## src/rtl/chroma_key_ctrl.sv

```systemverilog
// Chroma-key mixer controller: green-threshold calibration sequencer plus
// frame-synchronous commit of the threshold and the video/image enables.
//
// state      | meaning
// -----------+-------------------------------------------------------------
// IDLE       | waiting for a calibration request
// WAIT_FRAME | request accepted, waiting for frame start to begin sampling
// ACCUM      | summing windowed green samples until N are collected
// COMPUTE    | deriving the calibrated threshold from the sample mean
module chroma_key_ctrl #(
   parameter int DATA_W          = 10,
   parameter int WIN_LOG2        = 6,
   parameter int TH_DEFAULT      = 512,
   parameter int TH_MARGIN_SHIFT = 3
) (
   input  logic              iCLK27,
   input  logic              iRST_N,
   input  logic              iVSync,
   input  logic              iPixValid,
   input  logic              iInWindow,
   input  logic [DATA_W-1:0] iGreen,
   input  logic              iCalReq,
   input  logic              iAutoMode,
   input  logic [DATA_W-1:0] iManualTh,
   input  logic              iVideoReq,
   input  logic              iImageReq,
   output logic [DATA_W-1:0] oThG,
   output logic              oVideoEnable,
   output logic              oImageEnable,
   output logic              oCalBusy,
   output logic              oCalDone,
   output logic              oCalFail
);

   localparam int ACC_W = DATA_W + WIN_LOG2;
   localparam int CNT_W = WIN_LOG2 + 1;
   localparam int N     = 1 << WIN_LOG2;

   typedef enum logic [1:0] {
      S_IDLE,
      S_WAIT_FRAME,
      S_ACCUM,
      S_COMPUTE
   } state_t;

   state_t             state;
   logic [ACC_W-1:0]   acc;
   logic [CNT_W-1:0]   cnt;
   logic [DATA_W-1:0]  cal_th;
   logic [ACC_W-1:0]   mean_w;
   logic [ACC_W-1:0]   th_w;
   logic               sample;

   // A pixel coinciding with frame start is never counted.
   assign sample = iPixValid & iInWindow & ~iVSync;

   // Threshold = mean minus a fractional margin; kept full width so the zero
   // test sees every bit before truncation.
   always_comb begin
      mean_w = acc >> WIN_LOG2;
      th_w   = mean_w - (mean_w >> TH_MARGIN_SHIFT);
   end

   // Calibration sequencer with registered status outputs.
   always_ff @(posedge iCLK27) begin
      if (!iRST_N) begin
         state    <= S_IDLE;
         acc      <= '0;
         cnt      <= '0;
         cal_th   <= DATA_W'(TH_DEFAULT);
         oCalBusy <= 1'b0;
         oCalDone <= 1'b0;
         oCalFail <= 1'b0;
      end else begin
         oCalDone <= 1'b0;
         case (state)
            S_IDLE: begin
               if (iCalReq) begin
                  state    <= S_WAIT_FRAME;
                  oCalBusy <= 1'b1;
                  oCalFail <= 1'b0;
               end
            end
            S_WAIT_FRAME: begin
               if (iVSync) begin
                  state <= S_ACCUM;
                  acc   <= '0;
                  cnt   <= '0;
               end
            end
            S_ACCUM: begin
               // A new frame before the window filled aborts, even on the Nth pixel.
               if (iVSync) begin
                  state    <= S_IDLE;
                  oCalBusy <= 1'b0;
                  oCalFail <= 1'b1;
               end else if (sample) begin
                  acc <= acc + ACC_W'(iGreen);
                  cnt <= cnt + CNT_W'(1);
                  if (cnt == CNT_W'(N - 1))
                     state <= S_COMPUTE;
               end
            end
            S_COMPUTE: begin
               cal_th   <= (th_w == '0) ? DATA_W'(1) : th_w[DATA_W-1:0];
               state    <= S_IDLE;
               oCalBusy <= 1'b0;
               oCalDone <= 1'b1;
            end
            default: begin
               state    <= S_IDLE;
               oCalBusy <= 1'b0;
            end
         endcase
      end
   end

   // Mixer-facing settings change only at frame start to avoid tearing.
   always_ff @(posedge iCLK27) begin
      if (!iRST_N) begin
         oThG         <= DATA_W'(TH_DEFAULT);
         oVideoEnable <= 1'b0;
         oImageEnable <= 1'b0;
      end else if (iVSync) begin
         oThG         <= iAutoMode ? cal_th : iManualTh;
         oVideoEnable <= iVideoReq;
         oImageEnable <= iImageReq;
      end
   end

endmodule

```

## config.mk

```make
export PLATFORM = sky130hd
export DESIGN_NAME = chroma_key_ctrl
export DESIGN_NICKNAME = d
export VERILOG_FILES = /design/src/rtl/chroma_key_ctrl.sv
export SDC_FILE = /design/constraint.sdc
export NUM_CORES = 1
export LEC_CHECK = 0
export CAP_MARGIN = 30
export CORE_MARGIN = 2
export CORE_UTILIZATION = 50
export DETAILED_ROUTE_END_ITERATION = 10
export GPL_TIMING_DRIVEN = 0
export MAX_ROUTING_LAYER = met4
export PLACE_DENSITY = 0.83
export SLEW_MARGIN = 20
export SYNTH_ARGS = -nofsm -noshare
export SYNTH_HDL_FRONTEND = slang
export SYNTH_SLANG_ARGS = --single-unit
```

## constraint.sdc

```tcl
create_clock -name iCLK27 -period 7 [get_ports iCLK27]
set_clock_uncertainty 0.15 [all_clocks]
set_input_delay 1.05 -clock iCLK27 [delete_from_list [all_inputs] [get_ports iCLK27]]
set_output_delay 1.05 -clock iCLK27 [all_outputs]
set_load 0.02 [all_outputs]
```

Word-level counts from Yosys, hierarchy flattened:

Index checks and enable logic that the tools add are counted.

* bits in registers: 50
* input port bits: 29
* output and inout bits: 15
* logic and storage cells: 59

* add/sub/neg operators: 3
* equal/unequal tests: 11
* multiplexer cells: 23
* bitwise gates (word level): 3
* reduce and logical (&&, ||, !) cells: 9

Operator list (number)
* 2-to-1 mux 16 bit: 3
* case mux 16 bit (2 select lines): 1
* 2-to-1 mux 7 bit: 3
* 2-to-1 mux 10 bit: 2
* adder 16 x 10 -> 16 bit: 1
* zero test 16 bit: 1
* case mux 7 bit (2 select lines): 1
* subtractor 10 x 7 -> 11 bit: 1
* 2-to-1 mux 2 bit: 5
* inequality test 2 bit (second input constant): 5
* case mux 2 bit (4 select lines): 1
* AND reduction 4 bit: 2
* adder 7 x 1 -> 7 bit (second input constant): 1
* equality test 7 x 6 -> 1 bit (second input constant): 1
* inequality test 3 bit (second input constant): 2
* AND reduction 3 bit: 2
* 2-to-1 mux 1 bit: 5
* equality test 2 bit (second input constant): 2
* nonzero test 2 bit: 2
* case mux 1 bit (3 select lines): 1
* nonzero test 3 bit: 1
* bitwise AND 1 bit: 2
* equality test 2 x 1 -> 1 bit (second input constant): 1
* zero test 2 bit: 1
* other kinds (2): 2

Depth between registers and ports, before layout:

* depth in word-level cells: 5
* gate-level depth with buffers: 9
* depth with buffers taken out: 9

Worst setup path after synthesis:

OpenSTA, ideal clock, no wires.

* path type: input -> register
* start: in iGreen[0]
* end: reg acc[14]
* library setup time: 0.132 ns
* data arrival time: 2.782 ns
* required time: 6.718 ns
* path slack: 3.935 ns
* stages: 8
* buffers on the path: 0
* path through: ha_1 > fa_1 > a21o_1 > a21oi_1 > o211ai_1 > a311oi_1 > or3_1 > a21oi_1

* word-level cells in the longest chain between the ends: 4

RTL lines
* from (decl): line 21 `input logic [DATA_W-1:0] iGreen,`
* adder 16 x 10 -> 16 bit: line 98 `acc <= acc + ACC_W'(iGreen);`
* 2-to-1 mux 16 bit: line 97 `end else if (sample) begin`
* 2-to-1 mux 16 bit: line 93 `if (iVSync) begin`
* case mux 16 bit (2 select lines): line 76 `case (state)`
* to (signal assigned): line 98
* to (decl): line 47 `logic [ACC_W-1:0] acc;`

No other way between the ends. The select of a mux whose other input is x is not followed.
A chain may end at the register's enable or synchronous reset.

Worst setup path in the final report:

Ends and elaborated chain as after synthesis.

==> results.yml <==
logic_synthesis:
  ys_top_cells_by_count: "dfxtp_1 (50), nor2_1 (35), a21oi_1 (29)"
  synth_area_leader_cell: "dfxtp_1"
  synth_edf_count: 0
  async_flop_share: 0
  yosysUniqueCellTypes: 47
  synthCells: 336
  yosysMostFrequentCell: "dfxtp_1"
  avgSynthCellArea_sq_um: 8.46
  synth_nets: 385
  synth_ff_type: "dfxtp_1"
  synth_area_sq_mm: 0.00284
  netlist.area_leader.share: 0.352
  yosysSeqAreaShare: 0.352
  synthTopCellsByArea: "dfxtp_1 (35%), ha_1 (7.9%), a21oi_1 (5.1%), nor2_1 (4.6%), mux2i_1 (4.6%)"
  yosys_register_bits: 50
  ys_warn_count: 0
floorplanning:
  placement_rows: 27
  start_util: 0.516
  core_sq_mm: 0.00551
  die_y_um: 79.4
  die-area_sq_mm: 0.00631
  ios: 44
  dieWidth_um: 79.4
global_route:
  grt_start_max_net_pins: 16
  first_global_vias: 2442
  grt_pass1_wl_um: 10600
  gr-total-overflow: 0
  antenna_found_initial: 0
  track_usage: 0.214
worst_setup_path:
  cp_slowest_stage_delay_ns: 0.62
  start_kind: "primary input"
  path_common_cell: "a21oi_1"
  end_kind: "flop"
  arrival_ns: 3.66
  critPathSlowestCell: "a311oi_1"
  critical_path_class: "primary input to flop"
  critPathMaxFanout: 6
  worstPathCellList: "clkdlybuf4s50_1 -> ha_1 -> fa_1 -> a21o_1 -> a21oi_1 -> o211ai_1 -> a311oi_1 -> o21ai_0 -> a21oi_1"
  cp.required_ns: 7.09
timing:
  min_period_over_period: 0.510
  relSlewSlack: 0.534
  period_needed_ns: 3.57
  slew_viol_final: 0
  hold_violations: 0
  worstMarginPinSlew_ns: 0.699
  setup_viol: 0
  fmax_mhz: 280
  grt_setup_unrepaired: "no"
  setup_tns_ns: 0
status:
  status: "complete, no violations"
clock_network:
  h-tree-depth: 2
  cts.sinks: 50
  cts_hold_buffers: 0
  clk_latency_ns: 0.31
  cts_resized: 0
  ctsLongestPathBuffers: 2
  cts_setup_buffers: 0
  clkTransAtPathRegs_ns: 0.09
  cts_tree: "yes"
  cts-root-buf: "clkbuf_8"
  cts_made_buffers: 5
layout:
  nets: 432
  n_antenna_cell: 0
  areaGrowthSynthToFinish_pct: 20.3
  nFillCells: 483
  drive_above_1_share: 0.0417
pwr:
  p_switching_w: 0.000140
  ir_worst_vdd_mv: 0.0738
  switching_share: 0.259
  share_seq_of_total_power: 0.545
  pwr-share-comb: 0.143
  p_total_w: 0.000540
  leakagePower_nw: 1.38
  power.internal_w: 0.000400
  pwr_density_cell_mw_per_mm2: 158
  clkPwrFrac: 0.311
drt:
  num_vias: 2546
  vias_per_cell: 5.58
  antenna_left: 0
  drtIter0Drc: 125
  wl_per_cell_um: 13.7
  dr.pass1.iters: 4
  routed_wl_um: 6230
  drc: 0
run:
  cap_violations: 0
placement:
  portBuffers: 40
  hpwlAfterDp_um: 4810
  gp_congestion: 0.867
hold_path:
  min_path_type: "flop to flop"
## placed cells by master (no fill, tap or decap), types with 2 or more instances in the layout
master and instances:
nor2b_1 3, nor2_1 35, dfxtp_1 50, o2111ai_1 2, a21o_1 4, or3_1 9
o31ai_1 3, clkbuf_1 11, and2_1 4, o211ai_1 2, o211a_1 2, nor3_1 7
nand2b_1 5, o21bai_1 2, clkbuf_8 5, ha_1 18, o21a_1 6, fa_1 2
a21oi_1 29, o31a_1 2, nand4_1 2, o21ai_0 23, clkdlybuf4s50_1 40, a311oi_1 2
xor2_1 5, a211oi_1 10, inv_1 17, nand2_1 25, xnor2_1 13, mux2i_1 13
nand3_1 12, and3_1 2
## sequential cells by signal (all words and copies together) (netlist names)
register      flops
cal_th           10
oThG             10
cnt               7
state             2
oCalDone          1
oImageEnable      1
acc              16
oCalFail          1
oCalBusy          1
oVideoEnable      1
## power by group through the flow
stage	combinational, W	clock, W	sequential, W
floorplan	0.0000376	0	0.000307
global placement	0.0000755	0	0.000301
detailed placement	0.0000771	0	0.000301
CTS	0.0000776	0.000170	0.000294
global route	0.0000851	0.000181	0.000295
finish	0.0000773	0.000168	0.000294
## per-stage QoR
| stage | instances | area (sq um) | setup slack, ns | utilization | hold WS, ns |
|---|---|---|---|---|---|
| 6_report | 456 | 3420 | 3.43 | 0.621 | 0.334 |
| 5_1_grt | 456 | 3420 | 3.23 | 0.621 | 0.356 |
| 4_1_cts | 456 | 3420 | 3.45 | 0.621 | 0.338 |
| 3_5_place_dp | 448 | 3330 | 3.16 | 0.606 | 0.321 |
| 3_3_place_gp | 448 | 3330 | 3.24 | 0.606 | 0.294 |
| 2_1_floorplan | 336 | 2840 | 3.94 | - | 0.286 |
## metal layers
metal	part of all wire	vias up	global-route usage
li1	-	1290	-
met5	0	-	-
met2	0.48	66	0.362
met1	0.45	1181	0.257
met3	0.057	9	0.0441
met4	0.014	0	0.0672
## final timing paths
| path | from | endpoint | slack (ns) | cells past startpoint |
|---|---|---|---|---|
| worst max-delay path | iGreen[0] | acc[14]$_SDFFE_PN0P_ | 3.43 | 9 |
| worst min-delay path | acc[3]$_SDFFE_PN0P_ | acc[3]$_SDFFE_PN0P_ | 0.33 | 2 |
| worst min register to register | acc[3]$_SDFFE_PN0P_ | acc[3]$_SDFFE_PN0P_ | 0.33 | 2 |
| worst max register to register | acc[0]$_SDFFE_PN0P_ | acc[14]$_SDFFE_PN0P_ | 4.27 | 8 |
## area by class of cell
class                           count  area, sq um  share of cell area
Multi-Input combinational cell    256         1720               0.502
Timing Repair Buffer               40          400               0.117
Sequential cell                    50         1000               0.293
Inverter                           17         63.8              0.0187
Buffer                             13         61.3              0.0179
Clock inverter                      2         13.8             0.00402
Clock buffer                        6         72.6              0.0212
Tap cell                           72         90.1              0.0263
## kinds of logic (layout without fill, tap and decap cells)
family,Yosys count,in the layout,share of synthesized area
AOI/OAI and AO/OA,92,92,0.207
buffers and inverters,30,78,0.0440
adders and majority gates,20,20,0.0933
muxes,13,13,0.0458
xor gates and xnor gates,18,18,0.0554
DFF,50,50,0.352
and+or+nand+nor,113,113,0.203
## worst max-delay path: cells and delay by family
family          cells  cell delay [ns]
fa+ha+maj           2             0.64
buf+inv             1             0.41
compound gates      6             1.57
Power figures use the tool's default switching activity.
